### config.mk
export PLATFORM = sky130hd
export DESIGN_NAME = eth_frame_detector_mem_arbiter
export DESIGN_NICKNAME = d
export VERILOG_FILES = /design/src/rtl/eth_frame_detector_mem_arbiter.sv
export SDC_FILE = /design/constraint.sdc
export NUM_CORES = 1
export LEC_CHECK = 0
export BUFFER_PORTS_ARGS = -buffer_cell sky130_fd_sc_hd__buf_2
export CAP_MARGIN = 20
export CORE_MARGIN = 8
export CORE_UTILIZATION = 41
export CTS_CLUSTER_SIZE = 14
export DETAILED_ROUTE_END_ITERATION = 10
export GPL_ROUTABILITY_DRIVEN = 0
export GPL_TIMING_DRIVEN = 1
export PLACE_DENSITY = 0.88
export SLEW_MARGIN = 20
export SYNTH_ARGS = -nofsm -noshare
export SYNTH_HDL_FRONTEND = slang
export SYNTH_SLANG_ARGS = --single-unit
### constraint.sdc
create_clock -name clk -period 2.1 [get_ports clk]
set_input_delay 0.105 -clock clk [delete_from_list [all_inputs] [get_ports clk]]
set_output_delay 0.105 -clock clk [all_outputs]
set_load 0.005 [all_outputs]
### src/rtl/eth_frame_detector_mem_arbiter.sv
// Shares one single-port script BRAM between the AXI register front-end
// (req/ack port) and the frame-side script reader (pipelined valid/ready).
// Ports:
//   clk, rst_n                      clock, synchronous active-low reset
//   s_req/s_addr/s_we/s_wdata       AXI-side request (held until s_ack)
//   s_rdata/s_ack                   AXI-side completion and read data
//   f_valid/f_ready/f_addr          frame-side read request handshake
//   f_rvalid/f_rdata                frame-side read return, issue order
//   bram_en/we/addr/wdata/rdata     single-port BRAM, C_RAM_LATENCY reads
module eth_frame_detector_mem_arbiter #(
   parameter int C_DATA_WIDTH  = 32,
   parameter int C_ADDR_WIDTH  = 14,
   parameter int C_RAM_LATENCY = 2,
   parameter int C_MAX_WAIT    = 16
) (
   input  logic                    clk,
   input  logic                    rst_n,
   input  logic                    s_req,
   input  logic [C_ADDR_WIDTH-1:0] s_addr,
   input  logic                    s_we,
   input  logic [C_DATA_WIDTH-1:0] s_wdata,
   output logic [C_DATA_WIDTH-1:0] s_rdata,
   output logic                    s_ack,
   input  logic                    f_valid,
   output logic                    f_ready,
   input  logic [C_ADDR_WIDTH-1:0] f_addr,
   output logic                    f_rvalid,
   output logic [C_DATA_WIDTH-1:0] f_rdata,
   output logic                    bram_en,
   output logic                    bram_we,
   output logic [C_ADDR_WIDTH-1:0] bram_addr,
   output logic [C_DATA_WIDTH-1:0] bram_wdata,
   input  logic [C_DATA_WIDTH-1:0] bram_rdata
);

   localparam int L  = C_RAM_LATENCY;
   localparam int CW = $clog2(C_MAX_WAIT) + 1;
   localparam logic [CW-1:0] CNT_MAX = CW'(C_MAX_WAIT - 1);

   typedef enum logic {S_IDLE, S_WAIT} state_t;

   state_t                  state_q, state_d;
   logic [CW-1:0]           wait_cnt_q, wait_cnt_d;
   logic [L-1:0]            vld_q, vld_d;
   logic [L-1:0]            own_q, own_d;
   logic                    s_ack_q, s_ack_d;
   logic [C_DATA_WIDTH-1:0] s_rdata_q, s_rdata_d;
   logic                    f_rvalid_q, f_rvalid_d;
   logic [C_DATA_WIDTH-1:0] f_rdata_q, f_rdata_d;

   logic pend, forced, grant, f_iss, ret_s, ret_f;

   // A request is only pending in S_IDLE, so s_req held through the wait
   // and ack cycles can never be issued twice.
   assign pend   = rst_n & (state_q == S_IDLE) & s_req;
   assign forced = pend & (wait_cnt_q == CNT_MAX);
   assign grant  = pend & (~f_valid | forced);
   assign f_ready = rst_n & ~forced;
   assign f_iss  = f_valid & f_ready;

   // Oldest in-flight slot: its data is on bram_rdata this cycle.
   assign ret_s = vld_q[L-1] & own_q[L-1];
   assign ret_f = vld_q[L-1] & ~own_q[L-1];

   assign bram_en    = grant | f_iss;
   assign bram_we    = grant & s_we;
   assign bram_addr  = grant ? s_addr :
                       (f_iss ? f_addr : '0);
   assign bram_wdata = (grant & s_we) ? s_wdata : '0;

   assign s_ack    = s_ack_q;
   assign s_rdata  = s_rdata_q;
   assign f_rvalid = f_rvalid_q;
   assign f_rdata  = f_rdata_q;

   always_comb begin
      state_d    = state_q;
      wait_cnt_d = wait_cnt_q;
      vld_d      = '0;
      own_d      = '0;
      s_ack_d    = 1'b0;
      s_rdata_d  = s_rdata_q;
      f_rvalid_d = 1'b0;
      f_rdata_d  = f_rdata_q;

      if (grant) begin
         state_d = S_WAIT;
      end else if (state_q == S_WAIT && s_ack_q) begin
         state_d = S_IDLE;
      end

      if (grant) begin
         wait_cnt_d = '0;
      end else if (pend && wait_cnt_q != CNT_MAX) begin
         wait_cnt_d = wait_cnt_q + CW'(1);
      end

      vld_d[0] = (grant & ~s_we) | f_iss;
      own_d[0] = grant & ~s_we;
      for (int i = 1; i < L; i++) begin
         vld_d[i] = vld_q[i-1];
         own_d[i] = own_q[i-1];
      end

      // Writes complete the cycle after issue; reads via the owner tag.
      s_ack_d = (grant & s_we) | ret_s;
      if (ret_s) begin
         s_rdata_d = bram_rdata;
      end
      f_rvalid_d = ret_f;
      if (ret_f) begin
         f_rdata_d = bram_rdata;
      end
   end

   always_ff @(posedge clk) begin
      if (!rst_n) begin
         state_q    <= S_IDLE;
         wait_cnt_q <= '0;
         vld_q      <= '0;
         own_q      <= '0;
         s_ack_q    <= 1'b0;
         s_rdata_q  <= '0;
         f_rvalid_q <= 1'b0;
         f_rdata_q  <= '0;
      end else begin
         state_q    <= state_d;
         wait_cnt_q <= wait_cnt_d;
         vld_q      <= vld_d;
         own_q      <= own_d;
         s_ack_q    <= s_ack_d;
         s_rdata_q  <= s_rdata_d;
         f_rvalid_q <= f_rvalid_d;
         f_rdata_q  <= f_rdata_d;
      end
   end

endmodule

==> out/qor.yml, run 1 <==
status: "complete, but fails checks"
violations: "negative setup slack"
synth_common_cells: "nand2_1, dfxtp_1, a21boi_0"
synth.avg_cell_area_um2: 8.55
die_w_um: 106
ys_seq_area_share_pct: 46.1
n_fill_cell: 633
core-area_um2: 7770
criticalPathCategory: "register to output port"
grt_pass1_wl_mm: 18.8
post-dp-hpwl_mm: 8.75
clk_pin_slew_worst_paths_ps: 90
vias_per_cell: 4.93
fin_crit_sh_pct: 103
vdd_drop_max_mv: 0.295
grt_pass1_vias: 3812
yosys.area.top_type_share_pct: 46.1
grtUsageTotal_pct: 20.7
clock_latency_ps: 340
final_max_slew_viol_count: 0
row_count: 32
yosys_warnings: 0
async_flop_share_pct: 0
root_buffer: "clkbuf_8"
drt_pass1_iterations: 5
netlist_instances: 386
min_period_ps: 2170
final_antenna_net_count: 0
hold_path_class: "input port to register"
avgRoutedWirePerCell_um: 17.0
skew_ps: 13.1
leakage_uw: 0.00243
synth_seq_cells: 76
synth-main-ff-cell: "dfxtp_1"
vias: 3513
yosysMostFrequentCell: "nand2_1"
synthesis.nets: 485
power.density_nw_per_um2: 619
cp.arrival_ps: 2060
cts_max_level: 3
required_ps: 2000
max_freq_mhz: 462
tightest_slew_ps: 716
grt_max_degree: 44
syn2layout_area_growth_pct: 53.7
final_hold_viol_count: 0
setup_slack_ps: -65.1
setup_tns_ps: -823
rsz0062_at_grt: "true"
synth-edff-count: 0
ios: 212
die_area_um2: 11200
synth.distinct_cells: 36
layout-drive-gt1-share_pct: 48.0
gr-total-overflow: 0
endpoint_kind: "output port"
setup_viol: 15
cts_sinks: 76
drt_iter0_drc: 132
die_y_um: 106
nets: 704
multi_input_area_um2: 1810
startpoint_type: "register"
place_ws_ps: -98.6
worstPathMaxFanout: 7
cts_tree: "yes"
synthTopCellsByArea: "dfxtp_1, nand2_1, a21boi_0"
portBuffers: 211
ff_latch_area_um2: 1520
start_util_pct: 42.5
drv_cap: 0
syn-cell-area_um2: 3300
drc: 0
cts-buffers-inserted: 9
antenna_found_initial: 1
slew_headroom_pct: 51.9
totalWireLength_mm: 12.2
cts_buffer_depth: 2
synth_top_area_cell: "dfxtp_1"
==> cell families (layout without fill, tap and decap cells) <==
kind of cell             count (synthesis)  in the layout  synth area share [%]
AO/OA/AOI/OAI                           90             90                  21.2
adder cells (fa/ha/maj)                  2              2                 0.758
XOR/XNOR                                 1              1                 0.266
buffers and inverters                   31            254                  4.78
other                                    0              1                     0
AND/OR/NAND/NOR                        186            187                  26.9
flip-flops                              76             76                  46.1
==> cell usage in the layout (no fill, tap or decap), types with 2 or more instances in the layout <==
cell	instances
buf_2	195
nand2_1	133
dfxtp_1	74
a21boi_0	64
and2_1	22
buf_6	21
buf_4	16
and2_4	14
a22o_4	12
clkbuf_8	10
o21ai_0	3
a21oi_1	3
nor2_1	3
clkinvlp_4	3
nor3_4	2
a22o_2	2
inv_1	2
or3_1	2
ha_4	2
bufinv_16	2
dlygate4sd3_1	2
dfxtp_2	2
==> report_power, final <==
group	switching (uW)	internal (uW)
clock network	522	699
registers	22.5	1480
logic	190	228
==> what timing repair did <==
item | CTS | global route
gates cloned | 1 | 1
hold endpoints to repair | 3 | 0
hold buffers | 2 | 0
gates resized for setup | 38 | 22
pin swaps | 20 | 3
endpoints found under the setup margin | 48 | 47
setup buffers | 10 | 4
==> stage by stage <==
stage | cells | hold WS, ps | total power, uW | util [%] | instance area (um2)
6_report | 713 | 16.0 | 3140 | 65.3 | 5070
5_1_grt | 713 | 12.4 | 3280 | 65.3 | 5070
4_1_cts | 708 | 1.21 | 3150 | 63.9 | 4960
3_5_place_dp | 679 | 299 | 1860 | 56.6 | 4400
3_3_place_gp | 679 | 299 | 1850 | 56.6 | 4400
2_1_floorplan | 386 | 177 | 1680 | - | 3300
==> routing by layer <==
layer  vias up  global-route usage (%)  share of wire, %
li1       1708                       -                 -
met1      1621                    19.4                35
met2       158                    38.0                52
met3        26                    9.14               9.7
met4         0                    9.15               2.8
met5         -                       0                 0
==> layout make-up <==
type	instances	area share, %
sequential	76	30.0
antenna	1	0.0493
tap	102	2.52
inverter	3	0.222
clock inverter	6	1.73
multi-input combinational	280	35.7
timing repair buffer	235	27.1
clock buffer	10	2.71
==> critical path, stage by stage, from the launching register on <==
cell     delay (ps)
dfxtp_2         340
ha_4            160
and3_4          180
ha_4            170
nor2b_4         250
nor4b_4         100
buf_6           170
a22o_4          250
buf_6           120
==> path summary, 6_finish.rpt <==
| path | startpoint | endpoint | slack, ps | cells past startpoint |
|---|---|---|---|---|
| min reg2reg | own_q[0] | own_q[1] | 450 | 1 |
| max reg2reg | wait_cnt_q[1] | wait_cnt_q[1] | 130 | 7 |
| min | bram_rdata[0] | f_rdata[0] | 20 | 3 |
| max | wait_cnt_q[1] | bram_addr[0] | -70 | 8 |
==> state kept, by name, indices dropped and copies added (netlist names) <==
name        cells
f_rdata        32
s_rdata        32
wait_cnt_q      5
own_q           2
vld_q           2
f_rvalid        1
s_ack           1
state_q         1
No activity file was read; power rests on OpenSTA's default activity.
==> inputs of run 2 (changes only) <==
--- a/config.mk
+++ b/config.mk
@@ -9,10 +9,10 @@
 export CAP_MARGIN = 20
 export CORE_MARGIN = 8
-export CORE_UTILIZATION = 41
+export CORE_UTILIZATION = 38
 export CTS_CLUSTER_SIZE = 14
 export DETAILED_ROUTE_END_ITERATION = 10
 export GPL_ROUTABILITY_DRIVEN = 0
 export GPL_TIMING_DRIVEN = 1
-export PLACE_DENSITY = 0.88
+export PLACE_DENSITY = 0.86
 export SLEW_MARGIN = 20
 export SYNTH_ARGS = -nofsm -noshare
==> constraint.sdc (replaced) <==
create_clock -name clk -period 1.93 [get_ports clk]
set_input_delay 0.386 -clock clk [delete_from_list [all_inputs] [get_ports clk]]
set_output_delay 0.386 -clock clk [all_outputs]
set_load 0.005 [all_outputs]
==> run 2 against run 1 <==
Net effect:
- the run still ends with negative setup slack left
- global-route usage shrank 3.0 points
- sequential share of layout area decreased by 0.24 points
- combinational power up 1%
- register-to-register slack gained 20 ps
- non-clock buffer count did not move
- sequential power is 9% higher
- clock power down 3%
- die area grew 6.7%
- critical endpoint is now bram_wdata[7]
==> out/qor.yml, run 2 (same netlist as run 1, synthesis figures left out) <==
cp.arrival_ps: 2020  # -40 ps
row_count: 34  # +6.3%
endpoint: "bram_wdata[7]"
endpoint_kind: "output port"
vias_per_cell: 4.75  # -3.6%
grt_max_degree: 46  # +4.5%
startpoint_type: "register"
die_area_um2: 11900  # +6.7%
hold_ws_ps: 255  # +239 ps
rsz0062_at_grt: "true"
ios: 212  # unchanged
rr_startpoint: "wait_cnt_q[0]"
r2r_cells: 10  # +3
die_w_um: 109  # +3.3%
cts_sinks: 76  # unchanged
drc: 0  # unchanged
min_period_ps: 2410
cts_hold_repair.buffers: 0  # -2
grt_pass1_vias: 3463  # -9.2%
clock_latency_ps: 330  # about the same
leakage_uw: 0.00240  # -0.99%
drt_iter0_drc: 109  # -17%
layout-drive-gt1-share_pct: 50.2  # +2.1 points
fin_crit_sh_pct: 125
dp.cells: 691  # +1.8%
gr-total-overflow: 0  # unchanged
antenna_found_initial: 0  # -1
final_antenna_net_count: 0  # unchanged
finalPower_uw: 3230  # +3.0%
start_util_pct: 38.6  # -3.9 points
required_ps: 1540  # -460 ps
skew_ps: 8.03  # -5.10 ps
max_freq_mhz: 415
ff2ff_setup_slack_ps: 150  # +20 ps
portBuffers: 211  # unchanged
final_hold_viol_count: 0  # unchanged
criticalPathCategory: "register to output port"
avgRoutedWirePerCell_um: 15.9  # -6.9%
die_y_um: 109  # +3.3%
drt_pass1_iterations: 4  # -1
core-area_um2: 8550  # +10%
mostFrequentLayoutCells: "buf_2, nand2_1, dfxtp_1, a21boi_0, buf_6"
cts_max_level: 3  # unchanged
grt_pass1_wl_mm: 16.8  # -11%
tightest_slew_ps: 384  # -332 ps
cts_buffer_depth: 2  # unchanged
setup_viol: 49  # +34
nets: 703  # -0.14%
totalWireLength_mm: 11.4  # -6.5%
hold_path_class: "input port to register"
final_common_cell: "buf_2"
slew_headroom_pct: 74.3  # +22 points
utilization_pct: 59.8  # -5.5 points
placedInstanceArea_um2: 4530  # +2.9%
vdd_drop_max_mv: 0.336  # +14%
status: "complete, but fails checks"
power.density_nw_per_um2: 632  # +2.2%
drv_cap: 0  # unchanged
vias: 3402  # -3.2%
post-dp-hpwl_mm: 8.45  # -3.4%
root_buffer: "clkbuf_8"
layoutNonFillerInstCount: 716  # +0.42%
final_max_slew_viol_count: 0  # unchanged
final_area_um2: 5110  # +0.79%
clk_pin_slew_worst_paths_ps: 80  # about the same
violations: "negative setup slack"
worstPathMaxFanout: 9  # +2
setup_slack_ps: -478  # -413 ps
cts-buffers-inserted: 9  # unchanged
grtUsageTotal_pct: 17.7  # -3.0 points
diodes: 0  # -1
syn2layout_area_growth_pct: 54.9
cts_tree: "yes"
cp-startpoint: "wait_cnt_q[0]"
r2r-end: "s_ack"
[run 2: changes by cell type in the layout (fill, tap and decap cells not counted), sizes merged]
cell and delta:
bufinv -1, clkbuf +1, clkinv +2, clkinvlp -2, diode -1, dlygate4sd3 -2
inv +1, nor3 -1
[run 2: final cells by class]
type	instances	area, um2
Multi-Input combinational cell	279	1740
Tap cell	108	135
Inverter	3	11.3
Sequential cell	76	1520
Timing Repair Buffer	235	1520
Fill cell	752	3440
Clock inverter	6	65.1
Clock buffer	9	124
[run 2: timing repair]
action	CTS	global route
resized for setup	8	55
setup endpoints to repair	49	49
cloned	0	4
buffers inserted	2	4
pin swaps	1	26
endpoints found under the hold margin	0	0
[run 2: through the flow]
step	setup slack, ps	TNS [ps]
finish	-478	-21330
floorplan	-8.42	-84.2
detailed placement	-169	-3980
CTS	-452	-20510
global route	-558	-25450
global placement	-141	-2710
[run 2: layer usage]
metal  share of wire [%]  vias up  GRT usage, %
met4                 2.1        0          6.85
li1                    -     1692             -
met1                  37     1537          18.9
met2                  51      153          30.9
met5                   0        -             0
met3                 9.6       20          7.03
[run 2: how the worst min path moves through the flow]
stage                   from       end  slack [ps]  depth (start not counted)
finish                  s_we  own_q[0]         260                          2
global route            s_we  own_q[0]         240                          2
CTS                     s_we  own_q[0]         230                          2
detailed placement  own_q[0]  own_q[1]         430                          1
global placement    own_q[0]  own_q[1]         420                          1
floorplan           own_q[0]  own_q[1]         410                          1
[run 2: power by group]
group          switching (uW)  internal, uW
clock                     585           593
sequential               23.4          1610
combinational             187           236
[run 2: worst max-delay path: stages, from the launching register on]
cell	delay [ps]
dfxtp_2	340
ha_4	150
and3_4	180
ha_4	170
nor2b_4	160
buf_6	120
nor3_4	30
buf_6	130
buf_12	130
and2_1	150
buf_2	120
==> inputs of run 3 (changes only) <==
CORE_ASPECT_RATIO = 0.6   (was default)
CTS_CLUSTER_SIZE = 40   (was 14)
PLACE_DENSITY = default   (was 0.86)
PLACE_DENSITY_LB_ADDON = 0.3   (was default)
==> run 3 against run 2 <==
Net effect:
- wire length increased by 3.1%
- setup slack better by 16 ps
- the flow still finishes with violations (negative setup slack)
- critical path type unchanged
- utilization is 1.6 points higher
- critical endpoint is now bram_en
- total power grew 18%
- hold slack improved by 0.79 ps
- flip-flop and latch count is the same
- die area grew 0.82%
- clock-buffer cell count is 2 higher
- register-to-register slack lost 20 ps
- first-iteration DRC count rose by 11%
==> out/qor.yml, run 3 (same netlist as run 1, synthesis figures left out) <==
status: "complete, but fails checks"
violations: "negative setup slack"
crit_cells: 8  # -2
clock_latency_ps: 330  # about the same
path_delay_family: "simple AND/OR/NAND/NOR gates"
layoutNonFillerInstCount: 723  # +0.98%
multi_input_area_um2: 1720  # -0.86%
r2r_cells: 7  # -3
layout-drive-gt1-share_pct: 50.1  # -0.083 points
finalPower_uw: 3830  # +18%
hold_start: "s_we"
highest_layer: "met4"
final_antenna_net_count: 0  # unchanged
skew_ps: 4.10  # -3.93 ps
drv_cap: 0  # unchanged
cts_sinks: 76  # unchanged
post-dp-hpwl_mm: 8.46  # about the same
cp.arrival_ps: 2010  # about the same
cp-startpoint: "wait_cnt_q[0]"
max_freq_mhz: 418  # +0.65%
dr_wl_met3_mm: 1.27  # +16%
tightest_slew_ps: 380  # -4.46 ps
worstPathMaxFanout: 15  # +6
n_fill_cell: 737  # -2.0%
fin_crit_sh_pct: 124  # -0.81 points
ios: 212  # unchanged
root_buffer: "clkbuf_16"
setup_viol: 49  # unchanged
drt_iter0_drc: 121  # +11%
wl_met1_mm: 4.92  # +16%
core-area_um2: 8460  # -1.1%
power.density_nw_per_um2: 737  # +17%
die_y_um: 88.2  # -19%
cpPeakStageDelay_ps: 330  # about the same
dp.cells: 699  # +1.2%
hold_path_depth: 2  # unchanged
startpoint_type: "register"
setup_slack_ps: -462  # +15.7 ps
ff_latch_area_um2: 1520  # unchanged
row_count: 26  # -24%
grt_pass1_vias: 3645  # +5.3%
cts_tree: "yes"
syn2layout_area_growth_pct: 57.5
min_period_ps: 2390  # -15.7 ps
hold_ws_ps: 256  # +0.788 ps
clk_pin_slew_worst_paths_ps: 60  # -20 ps
cts_max_level: 3  # unchanged
drt_pass1_iterations: 6  # +2
antenna_found_initial: 0  # unchanged
cts_buffer_depth: 2  # unchanged
die_area_um2: 12000  # +0.82%
grt_max_degree: 38  # -17%
vias_per_cell: 4.76  # about the same
wl_met2_mm: 5.40  # -7.0%
final_common_cell: "buf_2"
worst-path-buf-inv: 2  # -2
crit_slowest_cell: "dfxtp_2"
endpoint_kind: "output port"
required_ps: 1540  # about the same
ff2ff_setup_slack_ps: 130  # -20 ps
totalWireLength_mm: 11.7  # +3.1%
grt_pass1_wl_mm: 18.0  # +7.2%
die_w_um: 136  # +25%
slew_headroom_pct: 74.7  # +0.38 points
drc: 0  # unchanged
rr_startpoint: "wait_cnt_q[0]"
gr-total-overflow: 0  # unchanged
vias: 3438  # +1.1%
diodes: 0  # unchanged
r2r-end: "wait_cnt_q[3]"
leakage_uw: 0.00246  # +2.4%
criticalPathCategory: "register to output port"
nets: 705  # +0.28%
cts_hold_repair.buffers: 0  # unchanged
final_hold_viol_count: 0  # unchanged
path_cells: "ha_4 > and3_4 > ha_4 > nor2b_4 > nor4b_4 > buf_12 > or2_2 > buf_2"
start_util_pct: 39.0  # +0.42 points
hold_path_class: "input port to register"
vdd_drop_max_mv: 0.585  # +74%
final_max_slew_viol_count: 0  # unchanged
portBuffers: 211  # unchanged
grtUsageTotal_pct: 18.9  # +1.1 points
cts-buffers-inserted: 9  # unchanged
min_to: "own_q[0]"
crit_top_cell: "ha_4"
rsz0062_at_grt: "true"
mostFrequentLayoutCells: "buf_2, nand2_1, dfxtp_1, a21boi_0, buf_6"
avgRoutedWirePerCell_um: 16.2  # +2.2%
run 3: how the worst max path moves through the flow:
stage / endpoint / slack (ps)
after global routing: bram_en / -520
after CTS: bram_en / -470
after floorplan: bram_addr[10] / -8
final: bram_en / -460
after detailed placement: bram_en / -130
after global placement: bram_en / -80
run 3: power by group:
part           total (uW)  internal [uW]  switching (uW)
logic                 415            228             187
clock network        1780           1160             622
registers            1630           1610            23.6
total                3830           3000             832
run 3: what timing repair did:
item                       4_1_cts  5_1_grt
gates resized for setup         42       21
buffers inserted                 5        3
setup endpoints to repair       49       49
gates cloned                     3        1
pin swaps                       21        3
run 3: through the flow:
step / setup slack, ps / util, % / area, um2 / TNS [ps]
5_1_grt: -524 / 61.4 / 5190 / -22610
3_5_place_dp: -134 / 53.8 / 4550 / -2130
4_1_cts: -471 / 60.9 / 5150 / -20550
6_report: -462 / 61.4 / 5190 / -19240
3_3_place_gp: -80.6 / 53.8 / 4550 / -640
2_1_floorplan: -8.42 / - / 3340 / -84.2
run 3: cell type report:
class,instances,area share [%]
Multi-Input combinational cell,279,33.2
Sequential cell,76,29.3
Timing Repair Buffer,237,28.5
Clock buffer,11,4.67
Tap cell,112,2.70
Clock inverter,5,1.45
Inverter,3,0.217
run 3: layer usage:
layer | global-route usage, % | vias up
li1 | - | 1709
met1 | 21.5 | 1576
met2 | 30.6 | 137
met3 | 9.45 | 16
met4 | 5.55 | 0
met5 | 0 | -
